--- src/rtl/eff_clip_ms.sv ---
// -----------------------------------------------------------------------------
// eff_clip_ms
// Multi-mode clipping / distortion stage for the offset-binary audio byte path.
// Each sample gets a programmable pre-gain (stage 1), then one of four shaping
// modes against a programmable threshold (stage 2). The stages are joined by a
// valid/ready stream that has one global advance enable. A saturating counter
// counts the clipped samples that have been delivered.
//
// Ports
//   i_clk        system clock, rising edge
//   i_rst        synchronous active-high reset
//   s_valid      input sample valid
//   s_ready      block can accept an input sample (combinational)
//   s_data       input sample, offset-binary
//   i_mode       00 bypass, 01 hard, 10 soft, 11 asymmetric
//   i_gain       unsigned pre-gain with FRAC_W fractional bits
//   i_thresh     unsigned clip threshold T
//   m_valid      output sample valid
//   m_ready      downstream accepts the output sample
//   m_data       output sample, offset-binary
//   o_clip_flag  current m_data sample was altered by clipping/saturation
//   o_clip_cnt   saturating count of delivered clipped samples
// -----------------------------------------------------------------------------
module eff_clip_ms #(
    parameter int DATA_W = 8,
    parameter int GAIN_W = 4,
    parameter int FRAC_W = 2,
    parameter int CNT_W  = 16
) (
    input  logic              i_clk,
    input  logic              i_rst,
    input  logic              s_valid,
    output logic              s_ready,
    input  logic [DATA_W-1:0] s_data,
    input  logic [1:0]        i_mode,
    input  logic [GAIN_W-1:0] i_gain,
    input  logic [DATA_W-2:0] i_thresh,
    output logic              m_valid,
    input  logic              m_ready,
    output logic [DATA_W-1:0] m_data,
    output logic              o_clip_flag,
    output logic [CNT_W-1:0]  o_clip_cnt
);

    // The product width holds the full-scale input multiplied by the maximum gain.
    // The shaping width adds two more bits so that T +/- offsets and negation
    // cannot wrap before saturation.
    localparam int PW = DATA_W + GAIN_W + 1;
    localparam int ZW = PW + 2;

    localparam logic signed [ZW-1:0] SAT_HI  = ZW'((32'sd1 << (DATA_W - 1)) - 32'sd1);
    localparam logic signed [ZW-1:0] SAT_LO  = ~SAT_HI;
    localparam logic [CNT_W-1:0]     CNT_MAX = {CNT_W{1'b1}};
    localparam logic [CNT_W-1:0]     CNT_ONE = {{(CNT_W-1){1'b0}}, 1'b1};
    localparam logic [DATA_W-1:0]    MID     = {1'b1, {(DATA_W-1){1'b0}}};

    function automatic logic signed [ZW-1:0] clamp_f(
        input logic signed [ZW-1:0] v,
        input logic signed [ZW-1:0] lo,
        input logic signed [ZW-1:0] hi
    );
        logic signed [ZW-1:0] r;
        if (v > hi) begin
            r = hi;
        end else if (v < lo) begin
            r = lo;
        end else begin
            r = v;
        end
        return r;
    endfunction

    function automatic logic signed [ZW-1:0] sat_f(input logic signed [ZW-1:0] v);
        return clamp_f(v, SAT_LO, SAT_HI);
    endfunction

    // Stage 1 registers: gained sample plus the configuration captured with it
    logic              v1_q,    v1_d;
    logic [PW-1:0]     y1_q,    y1_d;
    logic [1:0]        mode1_q, mode1_d;
    logic [DATA_W-2:0] thr1_q,  thr1_d;

    // Stage 2 registers drive the output port directly
    logic              v2_q,    v2_d;
    logic [DATA_W-1:0] data2_q, data2_d;
    logic              flag2_q, flag2_d;
    logic [CNT_W-1:0]  cnt_q,   cnt_d;

    logic                     adv_s;
    logic signed [DATA_W-1:0] x_s;
    logic signed [PW-1:0]     x_ext_s;
    logic signed [PW-1:0]     g_ext_s;
    logic signed [PW-1:0]     p_s;
    logic signed [PW-1:0]     y_s;

    logic signed [ZW-1:0]     y_w_s;
    logic signed [ZW-1:0]     t_w_s;
    logic signed [ZW-1:0]     th_w_s;
    logic signed [ZW-1:0]     soft_hi_s;
    logic signed [ZW-1:0]     soft_lo_s;
    logic signed [ZW-1:0]     z_s;
    logic                     clip_s;

    // A stalled output blocks the whole pipe, so there is only one advance enable
    assign adv_s = !v2_q || m_ready;

    // Stage 1 datapath: convert offset-binary to signed, apply gain, drop fraction (floor)
    always_comb begin
        x_s     = {~s_data[DATA_W-1], s_data[DATA_W-2:0]};
        x_ext_s = {{(PW-DATA_W){x_s[DATA_W-1]}}, x_s};
        g_ext_s = {{(PW-GAIN_W){1'b0}}, i_gain};
        p_s     = x_ext_s * g_ext_s;
        y_s     = p_s >>> FRAC_W;
    end

    // Stage 2 datapath: apply the shaping mode that was captured with the sample
    always_comb begin
        y_w_s     = {{(ZW-PW){y1_q[PW-1]}}, y1_q};
        t_w_s     = {{(ZW-DATA_W+1){1'b0}}, thr1_q};
        th_w_s    = t_w_s >>> 2'd1;
        soft_hi_s = sat_f(t_w_s + ((y_w_s - t_w_s) >>> 2'd2));
        soft_lo_s = sat_f(-t_w_s - ((-y_w_s - t_w_s) >>> 2'd2));
        case (mode1_q)
            2'b00:   z_s = sat_f(y_w_s);
            2'b01:   z_s = clamp_f(y_w_s, -t_w_s, t_w_s);
            2'b10: begin
                if (y_w_s > t_w_s) begin
                    z_s = soft_hi_s;
                end else if (y_w_s < -t_w_s) begin
                    z_s = soft_lo_s;
                end else begin
                    z_s = y_w_s;
                end
            end
            2'b11:   z_s = clamp_f(y_w_s, -th_w_s, t_w_s);
            default: z_s = sat_f(y_w_s);
        endcase
        clip_s = (z_s != y_w_s);
    end

    // Next-state logic for both stages and the clip counter
    always_comb begin
        v1_d    = v1_q;
        y1_d    = y1_q;
        mode1_d = mode1_q;
        thr1_d  = thr1_q;
        v2_d    = v2_q;
        data2_d = data2_q;
        flag2_d = flag2_q;
        cnt_d   = cnt_q;

        if (adv_s) begin
            v1_d = s_valid;
            if (s_valid) begin
                y1_d    = y_s;
                mode1_d = i_mode;
                thr1_d  = i_thresh;
            end else begin
                y1_d    = y1_q;
            end

            v2_d = v1_q;
            // A bubble keeps the last data but must not advertise a clip
            if (v1_q) begin
                data2_d = {~z_s[DATA_W-1], z_s[DATA_W-2:0]};
                flag2_d = clip_s;
            end else begin
                flag2_d = 1'b0;
            end
        end else begin
            v1_d = v1_q;
        end

        // Counted on delivery only, so a stalled sample is counted exactly once
        if (v2_q && m_ready && flag2_q && (cnt_q != CNT_MAX)) begin
            cnt_d = cnt_q + CNT_ONE;
        end else begin
            cnt_d = cnt_q;
        end
    end

    // Pipeline and counter registers with synchronous flush
    always_ff @(posedge i_clk) begin
        if (i_rst) begin
            v1_q    <= 1'b0;
            y1_q    <= {PW{1'b0}};
            mode1_q <= 2'b00;
            thr1_q  <= {(DATA_W-1){1'b0}};
            v2_q    <= 1'b0;
            data2_q <= MID;
            flag2_q <= 1'b0;
            cnt_q   <= {CNT_W{1'b0}};
        end else begin
            v1_q    <= v1_d;
            y1_q    <= y1_d;
            mode1_q <= mode1_d;
            thr1_q  <= thr1_d;
            v2_q    <= v2_d;
            data2_q <= data2_d;
            flag2_q <= flag2_d;
            cnt_q   <= cnt_d;
        end
    end

    assign s_ready     = adv_s;
    assign m_valid     = v2_q;
    assign m_data      = data2_q;
    assign o_clip_flag = flag2_q;
    assign o_clip_cnt  = cnt_q;

endmodule

--- config.mk ---
export PLATFORM = sky130hd
export DESIGN_NAME = eff_clip_ms
export DESIGN_NICKNAME = d
export VERILOG_FILES = /design/src/rtl/eff_clip_ms.sv
export SDC_FILE = /design/constraint.sdc
export NUM_CORES = 1
export LEC_CHECK = 0
export CAP_MARGIN = 0
export CELL_PAD_IN_SITES_DETAIL_PLACEMENT = 1
export CELL_PAD_IN_SITES_GLOBAL_PLACEMENT = 1
export CORE_MARGIN = 2
export CORE_UTILIZATION = 49
export CTS_CLUSTER_SIZE = 20
export DETAILED_ROUTE_END_ITERATION = 10
export DONT_BUFFER_PORTS = 1
export PLACE_DENSITY = 0.79
export SYNTH_ARGS = -nofsm -noshare
export SYNTH_HDL_FRONTEND = slang
export SYNTH_SLANG_ARGS = --single-unit
--- constraint.sdc ---
create_clock -name i_clk -period 8.2 [get_ports i_clk]
set_input_delay 0.82 -clock i_clk [delete_from_list [all_inputs] [get_ports i_clk]]
set_output_delay 0.82 -clock i_clk [all_outputs]
set_load 0.05 [all_outputs]
---- Yosys cells after proc, flatten, opt, wreduce, memory -nomap -nowiden ----
Cells that the tools add are included.
cells by class
  add/subtract/negate cells ............... 8
  multipliers ............................. 1
  order comparisons ....................... 9
  equality and inequality tests ........... 5
  multiplexer cells ....................... 14
  bitwise logic cells ..................... 2
  reduce and logical (&&, ||, !) cells .... 8
operators by type and width
  cell                                                            number
  2-to-1 mux 15 bit                                               12
  case mux 15 bit (4 select lines)                                1
  < comparator 11 x 15 -> 1 bit                                   2
  greater-than comparator 11 x 8 -> 1 bit, second input constant  2
  < comparator 11 x 8 -> 1 bit, second input constant             2
  adder 16 x 1 -> 16 bit, second input constant                   1
  != test 16 bit, second input constant                           1
  greater-than comparator 15 x 8 -> 1 bit, second input constant  1
  < comparator 15 x 8 -> 1 bit, second input constant             1
  != test 15 x 11 -> 1 bit                                        1
  negation 11 -> 15 bit                                           1
  negation 6 -> 15 bit                                            1
  negation 7 -> 15 bit                                            1
  subtractor 15 x 13 -> 15 bit                                    1
  subtractor 15 x 8 -> 15 bit                                     1
  multiplier 8 x 5 -> 13 bit                                      1
  subtractor 11 x 8 -> 12 bit                                     1
  adder 8 x 10 -> 11 bit                                          1
  greater-than comparator 11 x 8 -> 1 bit                         1
  equality test 2 bit, second input constant                      2
  AND reduction 2 bit                                             2
  logical AND 1 bit                                               3
  equality test 2 x 1 -> 1 bit, second input constant             1
  logical NOT 2 bit                                               1
  other kinds (4)                                                 5
storage, ports and cells
  flip-flop bits (word level) ............. 47
  input port bits ......................... 25
  output and inout port bits .............. 27
  logic and storage cells ................. 55

---- Longest topological paths before layout ----
Gate-level depths: netlist of the first run.
  word-level depth ........................ 11
  gate-level depth with buffers ........... 33
  depth with buffers taken out ............ 32

---- Worst setup path after synthesis of the first run ----
OpenSTA, ideal clock, no wires.
  path type ............................... register to register
  start point ............................. register thr1_q[1]
  end point ............................... register flag2_q (netlist: o_clip_flag)
  data arrival time ....................... 6.133 ns
  required time ........................... 8.066 ns
  slack ................................... 1.934 ns
  stages on the path, launching flop included .. 30
  period minus slack after synthesis ...... 6.266 ns
  cell sequence ........................... dfxtp_1 -> inv_1 -> ha_1 -> and2_1 -> fa_1 -> a21oi_1 -> nor2_1 -> nor2_1 -> o21bai_1 -> a21oi_1 -> inv_1 -> a21oi_1 -> o21bai_1 -> a21oi_1 -> o21bai_1 -> ha_1 -> clkbuf_1 -> a21oi_1 -> o21ai_0 -> or2_2 -> o221ai_1 -> xor2_1 -> nand3_1 -> ha_1 -> or2_2 -> a2111oi_4 -> mux2i_1 -> or4_1 -> o31ai_1 -> o211ai_1
on the way
  longest elaborated chain between the ends .. 10
  elaborated cells on any way between the ends .. 26
  classes of those cells .................. add/sub: 6; order compare: 7; eq/ne: 1; mux: 12
RTL lines
  element                                                              line           text
  from (decl)                                                          81             logic [DATA_W-2:0] thr1_q, thr1_d;
  from (signal assigned)                                               188            thr1_q <= {(DATA_W-1){1'b0}};
  from (signal assigned)                                               197            thr1_q <= thr1_d;
  subtractor 15 x 8 -> 15 bit or negation 7 -> 15 bit (tied branches)  122, 125, 129
  subtractor 15 x 13 -> 15 bit                                         122            soft_lo_s = sat_f(-t_w_s - ((-y_w_s - t_w_s) >>> 2'd2));
  < comparator 15 x 8 -> 1 bit                                         65             end else if (v < lo) begin
  2-to-1 mux 15 bit                                                    65
  2-to-1 mux 15 bit                                                    63             if (v > hi) begin
  2-to-1 mux 15 bit                                                    129            end else if (y_w_s < -t_w_s) begin
  2-to-1 mux 15 bit                                                    127            if (y_w_s > t_w_s) begin
  case mux 15 bit (4 select lines) *                                   123            case (mode1_q)
  != test 15 x 11 -> 1 bit *                                           138            clip_s = (z_s != y_w_s);
  2-to-1 mux 1 bit *                                                   164            if (v1_q) begin
  to (signal assigned)                                                 200            flag2_q <= flag2_d;
  to (decl)                                                            86             logic flag2_q, flag2_d;
Every way passes the cells marked *; elsewhere a longest branch is shown, timed or not.
A chain may end at the register's enable or synchronous reset.

---- Final worst setup path of the first run ----
Ends and elaborated chain as after synthesis.

==> results of run 1 <==
-- how the worst min path moves through the flow --
| stage | to | cells after the start |
|---|---|---|
| after CTS | m_valid | 2 |
| after detailed placement | v1_q | 2 |
| final | m_valid | 2 |
| after global placement | v1_q | 2 |
| after floorplan | v1_q | 2 |
| after global routing | m_valid | 2 |
-- metal layers --
layer | routed length, µm | vias to the layer above | GRT usage
met5 | 0 | - | 0
met4 | 1179 | 0 | 0.1474
met3 | 1407 | 73 | 0.05528
met2 | 11600 | 217 | 0.5231
met1 | 10460 | 3570 | 0.3749
li1 | - | 3515 | -
-- cells by family after synthesis --
logic type | Yosys count | share of synthesized area
buffers and inverters | 135 | 0.07098
DFF | 47 | 0.1259
muxes | 9 | 0.01289
and+or+nand+nor | 336 | 0.2192
adders and majority gates | 128 | 0.2344
AOI/OAI and AO/OA | 282 | 0.2572
xor gates and xnor gates | 67 | 0.07952
-- critical path: cells and delay by family, from the launching register on --
| kind | cells | cell delay [ns] |
|---|---|---|
| compound gates | 13 | 2.42 |
| simple gates | 7 | 1.77 |
| fa+ha+maj | 4 | 1.55 |
| flops | 1 | 0.48 |
| xor+xnor | 1 | 0.38 |
| buf+inv | 2 | 0.24 |
| mux | 1 | 0.12 |
-- synth_stat cells, types with 5 or more instances --
| cell | number | area, µm² |
|---|---|---|
| o21a_1 | 9 | 67.56 |
| a211oi_1 | 20 | 150.1 |
| o211ai_1 | 10 | 75.07 |
| nor2_1 | 75 | 281.5 |
| o21bai_1 | 14 | 105.1 |
| dfxtp_1 | 47 | 940.9 |
| and2_1 | 28 | 175.2 |
| and3_1 | 11 | 68.82 |
| fa_1 | 20 | 400.4 |
| nand2_1 | 108 | 405.4 |
| nand3_1 | 19 | 95.09 |
| o21ai_0 | 46 | 230.2 |
| inv_1 | 102 | 382.9 |
| a21oi_1 | 79 | 395.4 |
| o22ai_1 | 6 | 37.54 |
| a211o_1 | 5 | 43.79 |
| o221ai_1 | 7 | 61.31 |
| xor2_1 | 22 | 192.7 |
| or3_1 | 8 | 50.05 |
| a31oi_1 | 12 | 75.07 |
| mux2i_1 | 7 | 70.07 |
| and4_1 | 5 | 43.79 |
| nor2b_1 | 14 | 87.58 |
| ha_1 | 108 | 1351 |
| a21o_1 | 15 | 112.6 |
| nor3_1 | 20 | 100.1 |
| xnor2_1 | 44 | 385.4 |
| or2_2 | 5 | 31.28 |
| clkbuf_1 | 27 | 101.4 |
| o21ai_1 | 5 | 25.02 |
| nand2b_1 | 15 | 93.84 |
| nand4_1 | 12 | 75.07 |
-- state kept, by name (all words and copies together) (netlist names) --
name / flops
o_clip_flag: 1
mode1_q: 2
m_valid: 1
m_data: 8
o_clip_cnt: 16
v1_q: 1
thr1_q: 7
y1_q: 11
-- power by group through the flow --
stage	clock network (mW)	logic (mW)	registers, mW
6_report	0.244	2.37	0.298
3_3_place_gp	0	2.27	0.301
2_1_floorplan	0	1.74	0.292
3_5_place_dp	0	2.31	0.302
5_1_grt	0.255	2.59	0.301
4_1_cts	0.246	2.34	0.297
-- metrics by stage --
step | std cells | util
after floorplan | 1004 | -
after global placement | 1170 | 0.5082
after detailed placement | 1170 | 0.5082
after CTS | 1178 | 0.5196
after global routing | 1178 | 0.5196
final | 1178 | 0.5196
-- layout make-up --
type                            instances  area (µm²)
Sequential cell                        47       940.9
Tap cell                              188       235.2
Inverter                              103       386.6
Clock buffer                            5       125.1
Clock inverter                          3       46.29
Fill cell                            1952        7222
Timing Repair Buffer                   10       75.07
Multi-Input combinational cell        822        6002
==> impl_metrics.yaml, run 1 <==
status:
  status: "completed"
cells_and_area:
  areaGrowthSynthToFinish_pct: 4.520
  nNetsFinal: 1142
  final_area_mm2: 0.007811
  layout_common_cells: "108 x nand2_1, 108 x ha_1, 102 x inv_1"
  drive_above_1_share: 0.04444
  n_antenna_cell: 0
placed_design:
  dp_hpwl_um: 20130
  place_ws_ns: 1.226
  placedInstanceArea_mm2: 0.007640
  place_congestion: 0.9843
  place.port_buffers: 0
synthesis:
  ys_seq_area_frac: 0.1259
  ys_ff_latch: 47
  synth_edf_count: 0
  syn_area_mm2: 0.007473
  ys_types: 82
  synthFlopType: "dfxtp_1"
  synth_nets: 1157
  synthCells: 1004
  synth.avg_cell_area_um2: 7.444
  ys_warn_count: 0
  async_reset_ff_frac: 0
routing:
  drc: 0
  viasPerCell: 6.261
  wl_um: 24640
  antenna_left: 0
  drt_iter0_markers: 498
  vias: 7375
  wl_per_cell_um: 20.92
  dr.pass1.iters: 5
worst_hold_path:
  hp-start: "v1_q"
  hold_path_class: "flop to flop"
pwr:
  cellInternalPower_mw: 1.266
  ir_drop_v: 0.0001521
  power_density_mw_per_mm2: 373.0
  switching_share: 0.5654
  seq_power_share: 0.102
  power_mw: 2.914
  pwr-share-clk: 0.084
  p_switching_mw: 1.647
  power_frac_comb: 0.814
  cellLeakagePower_nw: 3.401
flow_run:
  drv_cap: 0
timing:
  finalSetupViolCount: 0
  fin_worst_skew_ns: 0.01202
  tightestPinTransition_ns: 0.8007
  rsz0062_at_grt: "no"
  slew_headroom: 0.4642
  max_freq_mhz: 141.7
  finalSetupTns_ns: 0
  fin_ws_ns: 1.140
  finalCriticalPeriod_ns: 7.060
  final.period_utilization: 0.8609
  slew_viol_final: 0
  worst_hold_slack_ns: 0.5116
  hold_violations: 0
worst_setup_path:
  cp_common_cell: "a21oi_1"
  reg2reg_setup_slack_ns: 1.14
  startpoint: "thr1_q[1]"
  r2r_cells: 28
  required_ns: 8.38
  critical_path_arrival_ns: 7.24
  crit_slowest_cell: "or4_1"
  crit_type: "flop to flop"
  startpoint_type: "flop"
  r2r-end: "o_clip_flag"
  cpPeakStageDelay_ns: 0.57
  cp-end-kind: "flop"
  cp-endpoint: "o_clip_flag"
  cp_max_fo: 8
  timing.rr.start: "thr1_q[1]"
clocking:
  clk_pin_slew_ns: 0.07
  cts-resized-gates: 0
  cts_htree_levels: 2
  numClockSinks: 47
  cts_hold_buffers: 0
  clock_latency_ns: 0.30
  numCtsBuffers: 5
  cts_tree: "done"
  clk_path_buf_depth: 2
  root_buffer: "clkbuf_16"
  post-cts-setup-buffer-count: 0
global_routing:
  grt_util_all_layers: 0.3073
  gr-total-overflow: 0
  grt_max_degree: 49
  grt_pass1_vias: 7615
  grt_pass1_wl_um: 39710
  antenna_found_initial: 0
die:
  die_w_um: 127.5
  rows: 45
  core_area_mm2: 0.01503
  die-area_mm2: 0.01626
  fp.dieH_um: 127.5
  initial_core_util: 0.4971
  pin_count: 52
Note: power is estimated with default switching activity, not from simulation.
==> inputs of run 2 (changes only) <==
Settings changed: CORE_ASPECT_RATIO set to 1.1.
==> impl_metrics.yaml, run 2 (synthesis gave the netlist of run 1 again) <==
cells_and_area:
  layout_common_cells: "108 x nand2_1, 108 x ha_1, 102 x inv_1"
  seqCellArea_um2: 940.9
  areaGrowthSynthToFinish_pct: 4.654
  drive_above_1_share: 0.04444
  n_antenna_cell: 0
  multi_input_area_mm2: 0.006002
  largest_register_ffs: 16
  nNetsFinal: 1142
  fillers: 1942
worst_setup_path:
  required_ns: 8.37
  critPathTopFamily: "compound AO/OA/AOI/OAI gates"
  cpPeakStageDelay_ns: 0.56
  cp_num_cells: 27
  cp_common_cell: "a21oi_1"
  cp-end-kind: "flop"
  crit_slowest_cell: "or4_1"
  r2r_cells: 27
  critPathBufInv: 2
  cp_max_fo: 8
  critical_path_arrival_ns: 7.23
  crit_type: "flop to flop"
  startpoint_type: "flop"
placed_design:
  dp_hpwl_um: 20430
  place.port_buffers: 0
  place_congestion: 1.026
routing:
  route.met3.wl_um: 1211
  wl_per_cell_um: 20.88
  drc: 0
  dr_wl_met2_um: 12040
  top_layer_used: "met4"
  wl_met1_um: 10430
  vias: 7329
  wl_um: 24760
  dr.pass1.iters: 4
  antenna_left: 0
  drt_iter0_markers: 493
  viasPerCell: 6.180
timing:
  slew_viol_final: 0
  finalSetupViolCount: 0
  tightestPinTransition_ns: 1.080
  fin_worst_skew_ns: 0.008932
  finalCriticalPeriod_ns: 7.059
  finalSetupTns_ns: 0
  worst_hold_slack_ns: 0.5150
  hold_violations: 0
  slew_headroom: 0.2746
  rsz0062_at_grt: "no"
  final.period_utilization: 0.8608
  max_freq_mhz: 141.7
die:
  die-area_mm2: 0.01626
  rows: 47
  core_area_mm2: 0.01500
  die_w_um: 121.8
  pin_count: 52
  initial_core_util: 0.4984
  fp.dieH_um: 133.5
pwr:
  cellInternalPower_mw: 1.263
  cellLeakagePower_nw: 3.401
  seq_power_share: 0.103
  pwr-share-clk: 0.083
  p_switching_mw: 1.631
  switching_share: 0.5636
  ir_drop_v: 0.0001585
  power_density_mw_per_mm2: 370.1
  power_frac_comb: 0.814
clocking:
  root_buffer: "clkbuf_16"
  cts_tree: "done"
  clk_pin_slew_ns: 0.07
  cts-resized-gates: 0
  numCtsBuffers: 5
  clk_path_buf_depth: 2
  cts_htree_levels: 2
  numClockSinks: 47
  post-cts-setup-buffer-count: 0
  cts_hold_buffers: 0
  clock_latency_ns: 0.29
worst_hold_path:
  holdPathStages: 2
  hold_path_class: "flop to flop"
global_routing:
  gr-total-overflow: 0
  grt_util_all_layers: 0.3075
  antenna_found_initial: 0
  grt_max_degree: 49
  grt_pass1_vias: 7494
  grt_pass1_wl_um: 39450
status:
  status: "completed"
flow_run:
  drv_cap: 0
run 2: through the flow:
stage                     std cells  area [µm²]    util  total power, mW  setup WS (ns)
after floorplan                1004        7473       -            2.034          1.934
after global placement         1178        7650  0.5101            2.578          1.430
after detailed placement       1178        7650  0.5101            2.612          1.190
after CTS                      1186        7821  0.5216            2.869          1.169
after global routing           1186        7821  0.5216            3.121         0.6168
final                          1186        7821  0.5216            2.895          1.141
run 2: path summary, 6_finish.rpt:
path	start	to	slack, ns
worst max register to register	y1_q[2]	o_clip_flag	1.14
worst max-delay path	y1_q[2]	o_clip_flag	1.14
worst min-delay path	v1_q	v1_q	0.51
worst min register to register	v1_q	v1_q	0.51
run 2: worst reg2reg max path, cell delays in order (launching register included):
cell	delay (ns)
dfxtp_1	0.51
inv_1	0.20
ha_1	0.44
fa_1	0.50
a21oi_1	0.17
nor2_1	0.05
nor2_1	0.16
o21bai_1	0.10
a21oi_1	0.22
inv_1	0.07
a21oi_1	0.14
o21bai_1	0.11
a21oi_1	0.22
o21bai_1	0.11
ha_1	0.38
a21oi_1	0.24
o21ai_0	0.16
or2_2	0.29
o221ai_1	0.22
xor2_1	0.36
nand3_1	0.13
ha_1	0.38
or2_2	0.33
a2111oi_4	0.39
mux2i_1	0.12
or4_1	0.56
o31ai_1	0.26
o211ai_1	0.11
run 2: cell type report:
class,count,share of cell area
flip-flops and latches,47,0.1203
well taps,196,0.03135
clock buffers,5,0.01600
inverters,103,0.04943
multi-input cells,822,0.7674
clock inverters,3,0.005919
repair buffers,10,0.009598
run 2: power by group through the flow:
stage / clock network (mW) / registers (mW) / logic (mW)
2_1_floorplan: 0 / 0.292 / 1.74
3_3_place_gp: 0 / 0.302 / 2.28
3_5_place_dp: 0 / 0.303 / 2.31
4_1_cts: 0.244 / 0.298 / 2.33
5_1_grt: 0.255 / 0.302 / 2.56
6_report: 0.240 / 0.299 / 2.36
run 2: metal layers:
layer,vias up,GRT usage
met2,197,0.5453
li1,3528,-
met5,-,0
met3,62,0.03767
met4,0,0.1220
met1,3542,0.3741
